--- config.mk ---
export PLATFORM = sky130hd
export DESIGN_NAME = sub_seq_ctrl_flat
export DESIGN_NICKNAME = d
export VERILOG_FILES = /design/src/rtl/sub_seq_ctrl_if.sv /design/src/rtl/sub_seq_ctrl.sv /design/src/flat_wrapper.sv
export SDC_FILE = /design/constraint.sdc
export NUM_CORES = 1
export LEC_CHECK = 0
export ABC_CLOCK_PERIOD_IN_PS = 4000
export CAP_MARGIN = 20
export CORE_ASPECT_RATIO = 1.4
export CORE_MARGIN = 2
export CORE_UTILIZATION = 52
export CTS_CLUSTER_DIAMETER = 50
export DETAILED_ROUTE_END_ITERATION = 6
export PLACE_DENSITY = 0.83
export SKIP_CTS_REPAIR_TIMING = 1
export SYNTH_ARGS = -nofsm -noshare
export SYNTH_HDL_FRONTEND = slang
export SYNTH_SLANG_ARGS = --single-unit
--- constraint.sdc ---
create_clock -name clk -period 4 [get_ports clk]
set_input_delay 1.2 -clock clk [delete_from_list [all_inputs] [get_ports clk]]
set_output_delay 1.2 -clock clk [all_outputs]
set_load 0.01 [all_outputs]
--- src/rtl/sub_seq_ctrl_if.sv ---
// sub_seq_ctrl_if: job request and result stream bundle for sub_seq_ctrl
interface sub_seq_ctrl_if #(
   parameter int NUM_INPUTS = 10,
   parameter int EXP_WIDTH  = 9,
   parameter int MANT_WIDTH = 8
);
   localparam int IDX_W = NUM_INPUTS > 1 ? $clog2(NUM_INPUTS) : 1;
   logic                             start;
   logic [EXP_WIDTH-1:0]             exp_sum;
   logic [NUM_INPUTS*MANT_WIDTH-1:0] input_bus;
   logic                             busy;
   logic                             out_valid;
   logic                             out_ready;
   logic [IDX_W-1:0]                 out_idx;
   logic [EXP_WIDTH-1:0]             out_data;
   logic                             done;
   modport master (output start, exp_sum, input_bus, out_ready,
                   input  busy, out_valid, out_idx, out_data, done);
   modport slave  (input  start, exp_sum, input_bus, out_ready,
                   output busy, out_valid, out_idx, out_data, done);
endinterface

--- src/rtl/sub_seq_ctrl.sv ---
// sub_seq_ctrl: streams element[i] - exp_sum for a captured job; SUB_SEQ_SAT_EN clamps negative results to 0
module sub_seq_ctrl #(
   parameter int NUM_INPUTS = 10,
   parameter int EXP_WIDTH  = 9,
   parameter int MANT_WIDTH = 8
) (
   input logic           clk,
   input logic           rst_n,
   sub_seq_ctrl_if.slave bus
);
   localparam int IDX_W = NUM_INPUTS > 1 ? $clog2(NUM_INPUTS) : 1;
   typedef enum logic [1:0] {IDLE, RUN, DONE} state_t;
   state_t                           state, state_nx;
   logic [NUM_INPUTS*MANT_WIDTH-1:0] data_q;
   logic [EXP_WIDTH-1:0]             exp_q, res_q, res_nx;
   logic [IDX_W-1:0]                 idx_q, idx_nx;
   logic                             capture, last;
   function automatic logic [EXP_WIDTH-1:0] diff(input logic [MANT_WIDTH-1:0] m, input logic [EXP_WIDTH-1:0] e);
      logic [EXP_WIDTH-1:0] x;
      x = EXP_WIDTH'(m);
`ifdef SUB_SEQ_SAT_EN
      return x < e ? '0 : x - e;
`else
      return x - e;
`endif
   endfunction
   always_comb begin
      state_nx = state;
      idx_nx   = idx_q;
      res_nx   = res_q;
      capture  = 1'b0;
      last     = idx_q == IDX_W'(NUM_INPUTS - 1);
      case (state)
         IDLE: if (bus.start) begin
            state_nx = RUN;
            idx_nx   = '0;
            res_nx   = diff(bus.input_bus[0 +: MANT_WIDTH], bus.exp_sum);
            capture  = 1'b1;
         end
         RUN: if (bus.out_ready) begin
            if (last) state_nx = DONE;
            else begin
               idx_nx = idx_q + 1'b1;
               res_nx = diff(data_q[int'(idx_nx)*MANT_WIDTH +: MANT_WIDTH], exp_q);
            end
         end
         default: state_nx = IDLE;
      endcase
   end
   always_ff @(posedge clk or negedge rst_n)
      if (!rst_n) begin
         state  <= IDLE;
         idx_q  <= '0;
         res_q  <= '0;
         exp_q  <= '0;
         data_q <= '0;
      end else begin
         state <= state_nx;
         idx_q <= idx_nx;
         res_q <= res_nx;
         if (capture) begin
            exp_q  <= bus.exp_sum;
            data_q <= bus.input_bus;
         end
      end
   assign bus.busy      = state != IDLE;
   assign bus.out_valid = state == RUN;
   assign bus.done      = state == DONE;
   assign bus.out_idx   = idx_q;
   assign bus.out_data  = res_q;
endmodule

--- src/flat_wrapper.sv ---
// flat-port wrapper written by rule: the top's interface ports become plain ports
module sub_seq_ctrl_flat 
#(
   parameter int NUM_INPUTS = 10,
   parameter int EXP_WIDTH  = 9,
   parameter int MANT_WIDTH = 8
)
  (clk, rst_n, bus_start, bus_exp_sum, bus_input_bus, bus_out_ready, bus_busy, bus_out_valid, bus_out_idx, bus_out_data, bus_done);
  sub_seq_ctrl_if #(.NUM_INPUTS(NUM_INPUTS), .EXP_WIDTH(EXP_WIDTH), .MANT_WIDTH(MANT_WIDTH)) bus_i ();
  input logic clk;
  input logic rst_n;
  input wire logic [$bits(bus_i.start)-1:0] bus_start;
  input wire logic [$bits(bus_i.exp_sum)-1:0] bus_exp_sum;
  input wire logic [$bits(bus_i.input_bus)-1:0] bus_input_bus;
  input wire logic [$bits(bus_i.out_ready)-1:0] bus_out_ready;
  output wire logic [$bits(bus_i.busy)-1:0] bus_busy;
  output wire logic [$bits(bus_i.out_valid)-1:0] bus_out_valid;
  output wire logic [$bits(bus_i.out_idx)-1:0] bus_out_idx;
  output wire logic [$bits(bus_i.out_data)-1:0] bus_out_data;
  output wire logic [$bits(bus_i.done)-1:0] bus_done;
  assign bus_i.start = bus_start;
  assign bus_i.exp_sum = bus_exp_sum;
  assign bus_i.input_bus = bus_input_bus;
  assign bus_i.out_ready = bus_out_ready;
  assign bus_busy = bus_i.busy;
  assign bus_out_valid = bus_i.out_valid;
  assign bus_out_idx = bus_i.out_idx;
  assign bus_out_data = bus_i.out_data;
  assign bus_done = bus_i.done;
  sub_seq_ctrl #(.NUM_INPUTS(NUM_INPUTS), .EXP_WIDTH(EXP_WIDTH), .MANT_WIDTH(MANT_WIDTH)) u_core (.clk(clk), .rst_n(rst_n), .bus(bus_i));
endmodule
==> flow_summary_export.csv, run 1 <==
group,metric,value,unit
synthesis,ys_warn_count,0,
timing,tns_setup,0,ns
routing,first_pass_iters,5,
synthesis,netlist-cell-type-count,44,
routing,route.detailed.drc,0,
timing,timing_max_transition_violations_final,0,
die,ioPinCount,109,
pwr,power_leakage,3.267,nW
cts,ctsRootBufferMaster,"sky130_fd_sc_hd__clkbuf_16",
routing,drtAntennaViolNets,0,
finish,postLayoutCellArea,6840,µm²
cts,cts_inserted_buffers,9,
timing,setup_viol,0,
global_route,groute.usage.overall,25.07,%
finish,antenna_cell_count,0,
pwr,ir_drop,379.8,µV
finish,nets,798,
setup_path,critical_path_peak_fanout,11,
die,dieHeight,124.1,µm
timing,worst_slew_margin_rel,50.75,%
synthesis,number_of_synthesized_flops_with_an_enable_pin,0,
die,initial_utilization,53.85,%
synthesis,async_reset_ff_share,100.0,%
synthesis,netlist_area,5360,µm²
setup_path,cp_cell_sequence,"nand2b_1, clkinv_1, clkdlybuf4s50_1",
cts,cts_buffer_depth,2,
cts,cts.reportedPaths.clkPinSlew,0.06,ns
routing,wire_per_inst,16.52,µm
synthesis,synth-seq-cells,104,
finish,drive_gt1_share,7.267,%
cts,clk-insertion-delay-late,0.35,ns
timing,final_hold_viol_count,0,
timing,skew,0.01057,ns
setup_path,timing.critical_path.from_type,"flip-flop",
synthesis,synthesized_area_per_cell,9.178,µm²
setup_path,worst_setup_path_end_kind,"output port",
setup_path,worst_ep_required_time,2.80,ns
die,placement_rows,43,
routing,drt_iter0_markers,227,
placement,port-buffer-count,108,
synthesis,mappedNetlistNets,697,
timing,post-route-min-period,3.559,ns
placement,hpwlAfterDp,10290,µm
timing,rsz0062_at_grt,"no",
cts,clock_tree.htree_level_count,3,
global_route,grt_antenna_before_repair,0,
die,die_area,11150,µm²
global_route,grt_max_degree,83,
setup_path,criticalPathCategory,"flip-flop to output port",
synthesis,sequential_element_share_of_the_synthesized_area,48.55,%
setup_path,critPathSlowestCell,"sky130_fd_sc_hd__clkdlybuf4s50_1",
die,floorplan.core_area,9953,µm²
setup_path,cpPeakStageDelay,0.60,ns
routing,avg_vias_per_cell,5.355,
setup_path,arrival,2.36,ns
timing,min_period_over_period,88.99,%
timing,post-route-worst-setup-slack,0.4406,ns
synthesis,synthesis.instances,584,
placement,dpl_cell_area,6578,µm²
cts,cts_tree,"done",
global_route,grt_pass1_wl,21450,µm
die,fp.dieW,89.81,µm
timing,hold_slack,0.4785,ns
outcome,run_status,"finished, final reports clean",
cts,numClockSinks,104,
job,max_cap_violations,0,
synthesis,synth_flop_cell,"sky130_fd_sc_hd__dfrtp_1",
routing,wirelength,13600,µm
global_route,number_of_global_route_vias_before_repair,4445,
timing,max_freq,280.9,MHz
finish,final.fill_count,764,
pwr,power.density_cell_area,775.8,nW/µm²
global_route,grt-ovfl-total,0,
timing,max_slew.worst_pin.slew,0.7370,ns
routing,dr_total_vias,4407,
worst_hold_path,min-delay-path-class,"flip-flop to flip-flop",
finish,area_growth,27.61,%
placement,dp_worst_setup_slack,0.6065,ns
placement,gpl.final_weighted_congestion,0.9063,
-- sequential cells by signal, summed over array words and instances (netlist names) --
signal	cells
u_core.bus.out_idx	4
u_core.state	2
u_core.data_q	80
u_core.bus.out_data	9
u_core.exp_q	9
-- cell usage in the layout (no fill, tap or decap), types with 10 or more instances in the layout --
master | Yosys | layout
sky130_fd_sc_hd__o21ai_1 | 10 | 10
sky130_fd_sc_hd__ha_1 | 18 | 18
sky130_fd_sc_hd__nand2_1 | 267 | 267
sky130_fd_sc_hd__o21ai_0 | 18 | 18
sky130_fd_sc_hd__mux4_2 | 16 | 16
sky130_fd_sc_hd__nor2_1 | 13 | 12
sky130_fd_sc_hd__clkdlybuf4s50_1 | 0 | 107
sky130_fd_sc_hd__mux2i_1 | 17 | 17
sky130_fd_sc_hd__dfrtp_1 | 104 | 103
sky130_fd_sc_hd__inv_1 | 19 | 19
-- cell usage after synthesis, drive strengths merged (2+ instances only) --
master / n / area share (%)
fa: 2 / 0.75
clkbuf: 11 / 0.79
mux4: 16 / 6.7
or3: 2 / 0.23
nor2b: 6 / 0.70
o22ai: 7 / 0.82
nand3: 5 / 0.79
or2: 2 / 0.23
a21o: 2 / 0.28
buf: 17 / 1.8
a211oi: 2 / 0.28
inv: 20 / 1.4
xor2: 5 / 1.2
nor2: 13 / 0.91
o21bai: 3 / 0.42
ha: 18 / 4.2
dfrtp: 104 / 49
xnor2: 10 / 2.0
a31oi: 3 / 0.35
o211ai: 3 / 0.42
nand2b: 6 / 0.70
o21ai: 28 / 2.6
mux2i: 17 / 3.2
nand2: 267 / 19
a21oi: 6 / 0.56
-- logic make-up after synthesis --
kind of cell | share of synthesized area, %
adders and majority gates | 4.949
AOI/OAI and AO/OA | 6.863
buffers and inverters | 4.061
xor gates and xnor gates | 3.151
DFF | 48.55
muxes | 9.897
and+or+nand+nor | 22.53
-- layout make-up --
| class | instances | area, µm² | area share (%) |
|---|---|---|---|
| Sequential cell | 104 | 2604 | 38.06 |
| Timing Repair Buffer | 118 | 1179 | 17.23 |
| Inverter | 21 | 78.83 | 1.152 |
| Tap cell | 135 | 168.9 | 2.469 |
| Clock inverter | 3 | 20.02 | 0.2927 |
| Multi-Input combinational cell | 431 | 2547 | 37.24 |
| Clock buffer | 11 | 242.7 | 3.549 |
-- layer usage --
metal,up-vias,global-route usage [%],routed length [µm]
met3,31,2.964,515
met2,130,46.26,7207
met4,0,14.42,571
li1,2102,-,-
met5,-,0,0
met1,2144,28.42,5300
-- power by group --
| group | internal, W | total (W) | leakage, nW | switching (W) |
|---|---|---|---|---|
| clock network | 0.000432 | 0.000811 | 0.123 | 0.000379 |
| registers | 0.00146 | 0.00175 | 1.28 | 0.000286 |
| logic | 0.00133 | 0.00275 | 1.86 | 0.00142 |
-- worst max-delay path, delay by kind of cell (launching register included) --
family / cells / cell delay, ns
and+or+nand+nor: 1 / 0.47
buffers and inverters: 2 / 1.08
DFF: 1 / 0.46
-- worst paths after layout --
path	depth (start not counted)	startpoint	slack [ns]	end
min	2	u_core.data_q[28]	0.48	u_core.data_q[28]
min in group asynchronous	1	rst_n	0.74	u_core.data_q[20]
max in group asynchronous	2	rst_n	2.50	u_core.bus.out_idx[0]
max reg2reg	13	u_core.bus.out_idx[0]	0.59	u_core.bus.out_data[8]
max	3	u_core.state[1]	0.44	bus_out_valid
min reg2reg	2	u_core.data_q[28]	0.48	u_core.data_q[28]
-- metrics by stage --
step,util (%),power [W],cells
global route,68.72,0.005657,823
detailed placement,66.08,0.004507,809
floorplan,-,0.003646,584
global placement,66.08,0.004415,809
CTS,68.72,0.005326,823
finish,68.72,0.005307,823
Note: power is estimated with default switching activity, not from simulation.
==> run 2, diff against run 1 <==
--- a/config.mk
+++ b/config.mk
@@ -5,14 +5,14 @@
 export SDC_FILE = /design/constraint.sdc
 export NUM_CORES = 1
 export LEC_CHECK = 0
-export ABC_CLOCK_PERIOD_IN_PS = 4000
+export ABC_CLOCK_PERIOD_IN_PS = 4400
 export CAP_MARGIN = 20
 export CORE_ASPECT_RATIO = 1.4
 export CORE_MARGIN = 2
-export CORE_UTILIZATION = 52
+export CORE_UTILIZATION = 55
 export CTS_CLUSTER_DIAMETER = 50
 export DETAILED_ROUTE_END_ITERATION = 6
-export PLACE_DENSITY = 0.83
+export PLACE_DENSITY = 0.87
 export SKIP_CTS_REPAIR_TIMING = 1
 export SYNTH_ARGS = -nofsm -noshare
 export SYNTH_HDL_FRONTEND = slang
==> constraint.sdc (replaced) <==
create_clock -name clk -period 4.4 [get_ports clk]
set_input_delay 1.32 -clock clk [delete_from_list [all_inputs] [get_ports clk]]
set_output_delay 1.32 -clock clk [all_outputs]
set_load 0.01 [all_outputs]
==> flow_summary_export.csv, run 2 (same netlist as run 1, synthesis figures left out) <==
group,metric,value,unit
routing,wire_per_inst,17.46,µm
global_route,grt_antenna_before_repair,0,
cts,ctsRootBufferMaster,"sky130_fd_sc_hd__clkbuf_16",
setup_path,arrival,3.92,ns
placement,placedCellCount,781,
die,die_area,10560,µm²
outcome,run_status,"finished, final reports clean",
placement,gpl.final_weighted_congestion,0.9536,
timing,skew,0.008869,ns
routing,drtAntennaViolNets,0,
global_route,number_of_global_route_vias_before_repair,4690,
setup_path,criticalPathCategory,"flip-flop to flip-flop",
routing,first_pass_iters,5,
die,floorplan.core_area,9459,µm²
cts,cts.reportedPaths.clkPinSlew,0.07,ns
setup_path,worst_setup_path_end_kind,"flip-flop",
routing,drt_iter0_markers,304,
finish,nets,796,
setup_path,worst_ep_required_time,4.66,ns
placement,port-buffer-count,108,
die,placement_rows,42,
routing,dr_total_vias,4454,
finish,final-instance-count-excl-fill,798,
finish,layout.cells.most_common_list,"sky130_fd_sc_hd__nand2_1, sky130_fd_sc_hd__clkdlybuf4s50_1, sky130_fd_sc_hd__dfrtp_1",
timing,hold_slack,0.4791,ns
timing,min_period_over_period,83.31,%
global_route,groute.usage.overall,27.73,%
cts,clk-insertion-delay-late,0.36,ns
timing,setup_viol,0,
timing,rsz0062_at_grt,"no",
pwr,power_leakage,3.290,nW
pwr,p_total,0.004924,W
global_route,grt_pass1_wl,22200,µm
routing,route.detailed.drc,0,
timing,worst_slew_margin_rel,46.24,%
finish,postLayoutCoreUtil,72.46,%
timing,timing_max_transition_violations_final,0,
die,ioPinCount,109,
job,max_cap_violations,0,
finish,flip_flop_count_of_the_largest_register_all_copies_and_words_added,80,
global_route,grt.busiest_layer,"met2",
finish,regMostFlops,"u_core.data_q",
cts,numClockSinks,104,
cts,cts_inserted_buffers,9,
global_route,grt_use_met2,47.54,%
timing,final_hold_viol_count,0,
routing,wirelength,13930,µm
die,initial_utilization,56.67,%
timing,max_freq,272.8,MHz
global_route,grt_max_degree,90,
finish,drive_gt1_share,7.413,%
timing,tns_setup,0,ns
setup_path,critical_path_peak_fanout,13,
finish,area_growth,27.87,%
cts,cts_tree,"done",
cts,clock_tree.htree_level_count,3,
die,dieHeight,120.8,µm
placement,hpwlAfterDp,10200,µm
finish,antenna_cell_count,0,
global_route,grt_util_met3,4.778,%
pwr,ir_drop,429.2,µV
cts,cts_buffer_depth,2,
worst_hold_path,min-delay-path-class,"flip-flop to flip-flop",
global_route,grt-ovfl-total,0,
timing,max_slew.worst_pin.slew,0.8044,ns
global_route,globalRouteMet1Util,32.28,%
setup_path,timing.critical_path.from_type,"flip-flop",
pwr,power.density_cell_area,718.4,nW/µm²
routing,avg_vias_per_cell,5.581,
die,fp.dieW,87.44,µm
timing,post-route-min-period,3.666,ns
finish,most_common_cell_after_layout_fill_and_taps_aside,"sky130_fd_sc_hd__nand2_1",
-- run 2: layout make-up --
class                           instances  area [µm²]
Tap cell                              110       137.6
Clock buffer                            9       225.2
Multi-Input combinational cell        431        2547
Inverter                               21       78.83
Sequential cell                       104        2604
Fill cell                             686        2605
Clock inverter                          7       77.57
Timing Repair Buffer                  116        1184
-- run 2: path summary, 6_finish.rpt --
| path | slack [ns] | startpoint | endpoint | cells after the start |
|---|---|---|---|---|
| setup / recovery | 0.73 | u_core.bus.out_idx[0] | u_core.bus.out_data[8] | 12 |
| hold / removal | 0.48 | u_core.data_q[19] | u_core.data_q[19] | 2 |
| setup reg to reg | 0.73 | u_core.bus.out_idx[0] | u_core.bus.out_data[8] | 12 |
| hold reg to reg | 0.48 | u_core.data_q[19] | u_core.data_q[19] | 2 |
| max in group asynchronous | 2.92 | rst_n | u_core.bus.out_idx[0] | 2 |
| min in group asynchronous | 0.84 | rst_n | u_core.data_q[20] | 1 |
-- run 2: stage by stage --
| step | worst slack [ns] | instance area (µm²) |
|---|---|---|
| after floorplan | 1.278 | 5360 |
| after global placement | 0.9194 | 6524 |
| after detailed placement | 0.8062 | 6524 |
| after CTS | 0.7630 | 6827 |
| after global routing | 0.5208 | 6854 |
| final | 0.7343 | 6854 |
-- run 2: report_power, final --
part / leakage [nW] / switching [W] / internal [W]
clock network: 0.147 / 0.000373 / 0.000447
logic: 1.86 / 0.00132 / 0.00119
registers: 1.28 / 0.000264 / 0.00133
total: 3.29 / 0.00195 / 0.00297
-- run 2: layer usage --
metal | up-vias | part of all wire (%)
met4 | 0 | 4.8
met2 | 180 | 53
met3 | 51 | 4.8
met1 | 2128 | 37
li1 | 2095 | -
met5 | - | 0
-- run 2: worst max-delay path, cell delays in order, from the launching register on --
cell	delay, ns
sky130_fd_sc_hd__dfrtp_2	0.54
sky130_fd_sc_hd__ha_1	0.58
sky130_fd_sc_hd__buf_4	0.28
sky130_fd_sc_hd__mux4_2	0.33
sky130_fd_sc_hd__mux2i_1	0.16
sky130_fd_sc_hd__o22ai_1	0.15
sky130_fd_sc_hd__fa_1	0.47
sky130_fd_sc_hd__a21oi_1	0.21
sky130_fd_sc_hd__o21ai_1	0.11
sky130_fd_sc_hd__a211oi_1	0.27
sky130_fd_sc_hd__o21bai_1	0.10
sky130_fd_sc_hd__xor2_1	0.15
sky130_fd_sc_hd__o221ai_1	0.20
==> run 3, diff against run 2 <==
--- a/config.mk
+++ b/config.mk
@@ -5,14 +5,14 @@
 export SDC_FILE = /design/constraint.sdc
 export NUM_CORES = 1
 export LEC_CHECK = 0
-export ABC_CLOCK_PERIOD_IN_PS = 4400
+export ABC_CLOCK_PERIOD_IN_PS = 3600
 export CAP_MARGIN = 20
 export CORE_ASPECT_RATIO = 1.4
 export CORE_MARGIN = 2
-export CORE_UTILIZATION = 55
+export CORE_UTILIZATION = 52
 export CTS_CLUSTER_DIAMETER = 50
 export DETAILED_ROUTE_END_ITERATION = 6
-export PLACE_DENSITY = 0.87
+export PLACE_DENSITY = 0.83
 export SKIP_CTS_REPAIR_TIMING = 1
 export SYNTH_ARGS = -nofsm -noshare
 export SYNTH_HDL_FRONTEND = slang
==> constraint.sdc (replaced) <==
create_clock -name clk -period 3.6 [get_ports clk]
set_input_delay 1.08 -clock clk [delete_from_list [all_inputs] [get_ports clk]]
set_output_delay 1.08 -clock clk [all_outputs]
set_load 0.01 [all_outputs]
==> flow_summary_export.csv, run 3 (same netlist as run 1, synthesis figures left out) <==
group,metric,value,unit
pwr,ir_drop,500.3,µV
finish,flip_flop_count_of_the_largest_register_all_copies_and_words_added,80,
finish,postLayoutCoreUtil,69.70,%
placement,port-buffer-count,108,
setup_path,critical_path_peak_fanout,11,
setup_path,worst_r2r_startpoint,"u_core.bus.out_idx[0]",
routing,dr_total_vias,4407,
timing,rsz0062_at_grt,"no",
setup_path,cp_top_delay_family,"compound AO/OA/AOI/OAI gates",
cts,clock_tree.htree_level_count,3,
finish,most_common_cell_after_layout_fill_and_taps_aside,"sky130_fd_sc_hd__nand2_1",
timing,skew,0.006503,ns
die,floorplan.core_area,9953,µm²
setup_path,cpPeakStageDelay,0.54,ns
cts,cts.reportedPaths.clkPinSlew,0.07,ns
finish,layout.area.seq,2604,µm²
die,dieHeight,124.1,µm
global_route,grt_pass1_wl,22560,µm
setup_path,timing.reg2reg.worst_path_depth,12,
global_route,groute.usage.overall,25.97,%
setup_path,worst_ep_required_time,3.81,ns
timing,tns_setup,0,ns
routing,wire_per_inst,16.61,µm
setup_path,worst-path-buf-inv,1,
setup_path,cp_cell_sequence,"ha_1, xor2_4, buf_4, mux2i_1, o22ai_1, fa_1, a21oi_1, o21ai_1, a211oi_1, o21bai_1, xor2_1, o221ai_1",
global_route,grt-ovfl-total,0,
timing,max_slew.worst_pin.slew,0.5586,ns
routing,drt_iter0_markers,225,
timing,max_freq,293.7,MHz
routing,drtAntennaViolNets,0,
finish,area_growth,29.44,%
finish,multi_input_comb_area,2560,µm²
outcome,run_status,"finished, final reports clean",
setup_path,reg2reg_to,"u_core.bus.out_data[8]",
pwr,power.density_cell_area,885.6,nW/µm²
timing,final_hold_viol_count,0,
finish,final.fill_count,747,
cts,numClockSinks,104,
setup_path,worst_setup_path_end_kind,"flip-flop",
routing,first_pass_iters,5,
cts,cts_inserted_buffers,9,
placement,hpwlAfterDp,10370,µm
die,initial_utilization,53.85,%
routing,avg_vias_per_cell,5.322,
placement,gpl.final_weighted_congestion,0.8958,
finish,antenna_cell_count,0,
global_route,number_of_global_route_vias_before_repair,4516,
finish,drive_gt1_share,8.225,%
routing,wirelength,13750,µm
timing,timing_max_transition_violations_final,0,
setup_path,timing.critical_path.to,"u_core.bus.out_data[8]",
cts,ctsRootBufferMaster,"sky130_fd_sc_hd__clkbuf_16",
finish,regMostFlops,"u_core.data_q",
timing,setup_viol,0,
finish,layout.cells.most_common_list,"sky130_fd_sc_hd__nand2_1, sky130_fd_sc_hd__clkdlybuf4s50_1, sky130_fd_sc_hd__dfrtp_1",
die,ioPinCount,109,
worst_hold_path,min-delay-path-class,"flip-flop to flip-flop",
timing,min_period_over_period,94.57,%
routing,route.detailed.drc,0,
cts,cts_tree,"done",
global_route,grt_antenna_before_repair,0,
global_route,grt_max_degree,86,
setup_path,criticalPathCategory,"flip-flop to flip-flop",
timing,post-route-min-period,3.404,ns
timing,worst_slew_margin_rel,62.76,%
cts,clk-insertion-delay-late,0.35,ns
die,placement_rows,43,
pwr,power_leakage,3.319,nW
cts,cts_buffer_depth,2,
die,die_area,11150,µm²
setup_path,crit_startpoint,"u_core.bus.out_idx[0]",
die,fp.dieW,89.81,µm
job,max_cap_violations,0,
setup_path,reg2reg_slack,0.20,ns
setup_path,arrival,3.61,ns
setup_path,critPathSlowestCell,"sky130_fd_sc_hd__dfrtp_2",
finish,nets,801,
setup_path,timing.critical_path.from_type,"flip-flop",
setup_path,cp.depth,12,
## run 3: worst min path at each step
stage,end,slack (ns),cells after the start,start
finish,u_core.data_q[14],0.48,2,u_core.data_q[14]
floorplan,u_core.data_q[10],0.44,2,u_core.data_q[10]
global placement,u_core.data_q[50],0.46,2,u_core.data_q[50]
CTS,u_core.data_q[14],0.48,2,u_core.data_q[14]
global route,u_core.data_q[53],0.50,2,u_core.data_q[53]
detailed placement,u_core.data_q[14],0.46,2,u_core.data_q[14]
## run 3: tightest hold or removal path: cells and delay by family (launching register included)
family	cells	cell delay (ns)
flops	1	0.34
simple gates	2	0.10
## run 3: metrics by stage
stage | setup slack [ns] | std cells | instance area [µm²] | power (W) | hold WS [ns]
2_1_floorplan | 0.4782 | 584 | 5360 | 0.004051 | 0.4403
3_3_place_gp | 0.3568 | 811 | 6580 | 0.004889 | 0.4556
3_5_place_dp | 0.2198 | 811 | 6580 | 0.005057 | 0.4613
4_1_cts | 0.1713 | 827 | 6898 | 0.006129 | 0.4784
5_1_grt | 0.006050 | 828 | 6938 | 0.006566 | 0.4954
6_report | 0.1955 | 828 | 6938 | 0.006144 | 0.4756
## run 3: report_power, final
part | internal, W | switching, W | total, W
Sequential | 0.00163 | 0.000311 | 0.00194
Combinational | 0.00151 | 0.00167 | 0.00318
Clock | 0.000596 | 0.000432 | 0.00103
Total | 0.00373 | 0.00241 | 0.00614
## run 3: area by class of cell
| type | instances | area share [%] |
|---|---|---|
| Clock inverter | 4 | 0.7394 |
| Sequential cell | 104 | 37.53 |
| Inverter | 21 | 1.136 |
| Multi-Input combinational cell | 431 | 36.90 |
| Clock buffer | 12 | 3.841 |
| Timing Repair Buffer | 121 | 17.42 |
| Tap cell | 135 | 2.435 |
## run 3: routing by layer
metal	global-route usage (%)	vias to the layer above	wire length (µm)
met4	13.37	0	535
met1	31.73	2144	5290
li1	-	2105	-
met2	46.64	125	7361
met3	2.299	33	566
met5	0	-	0
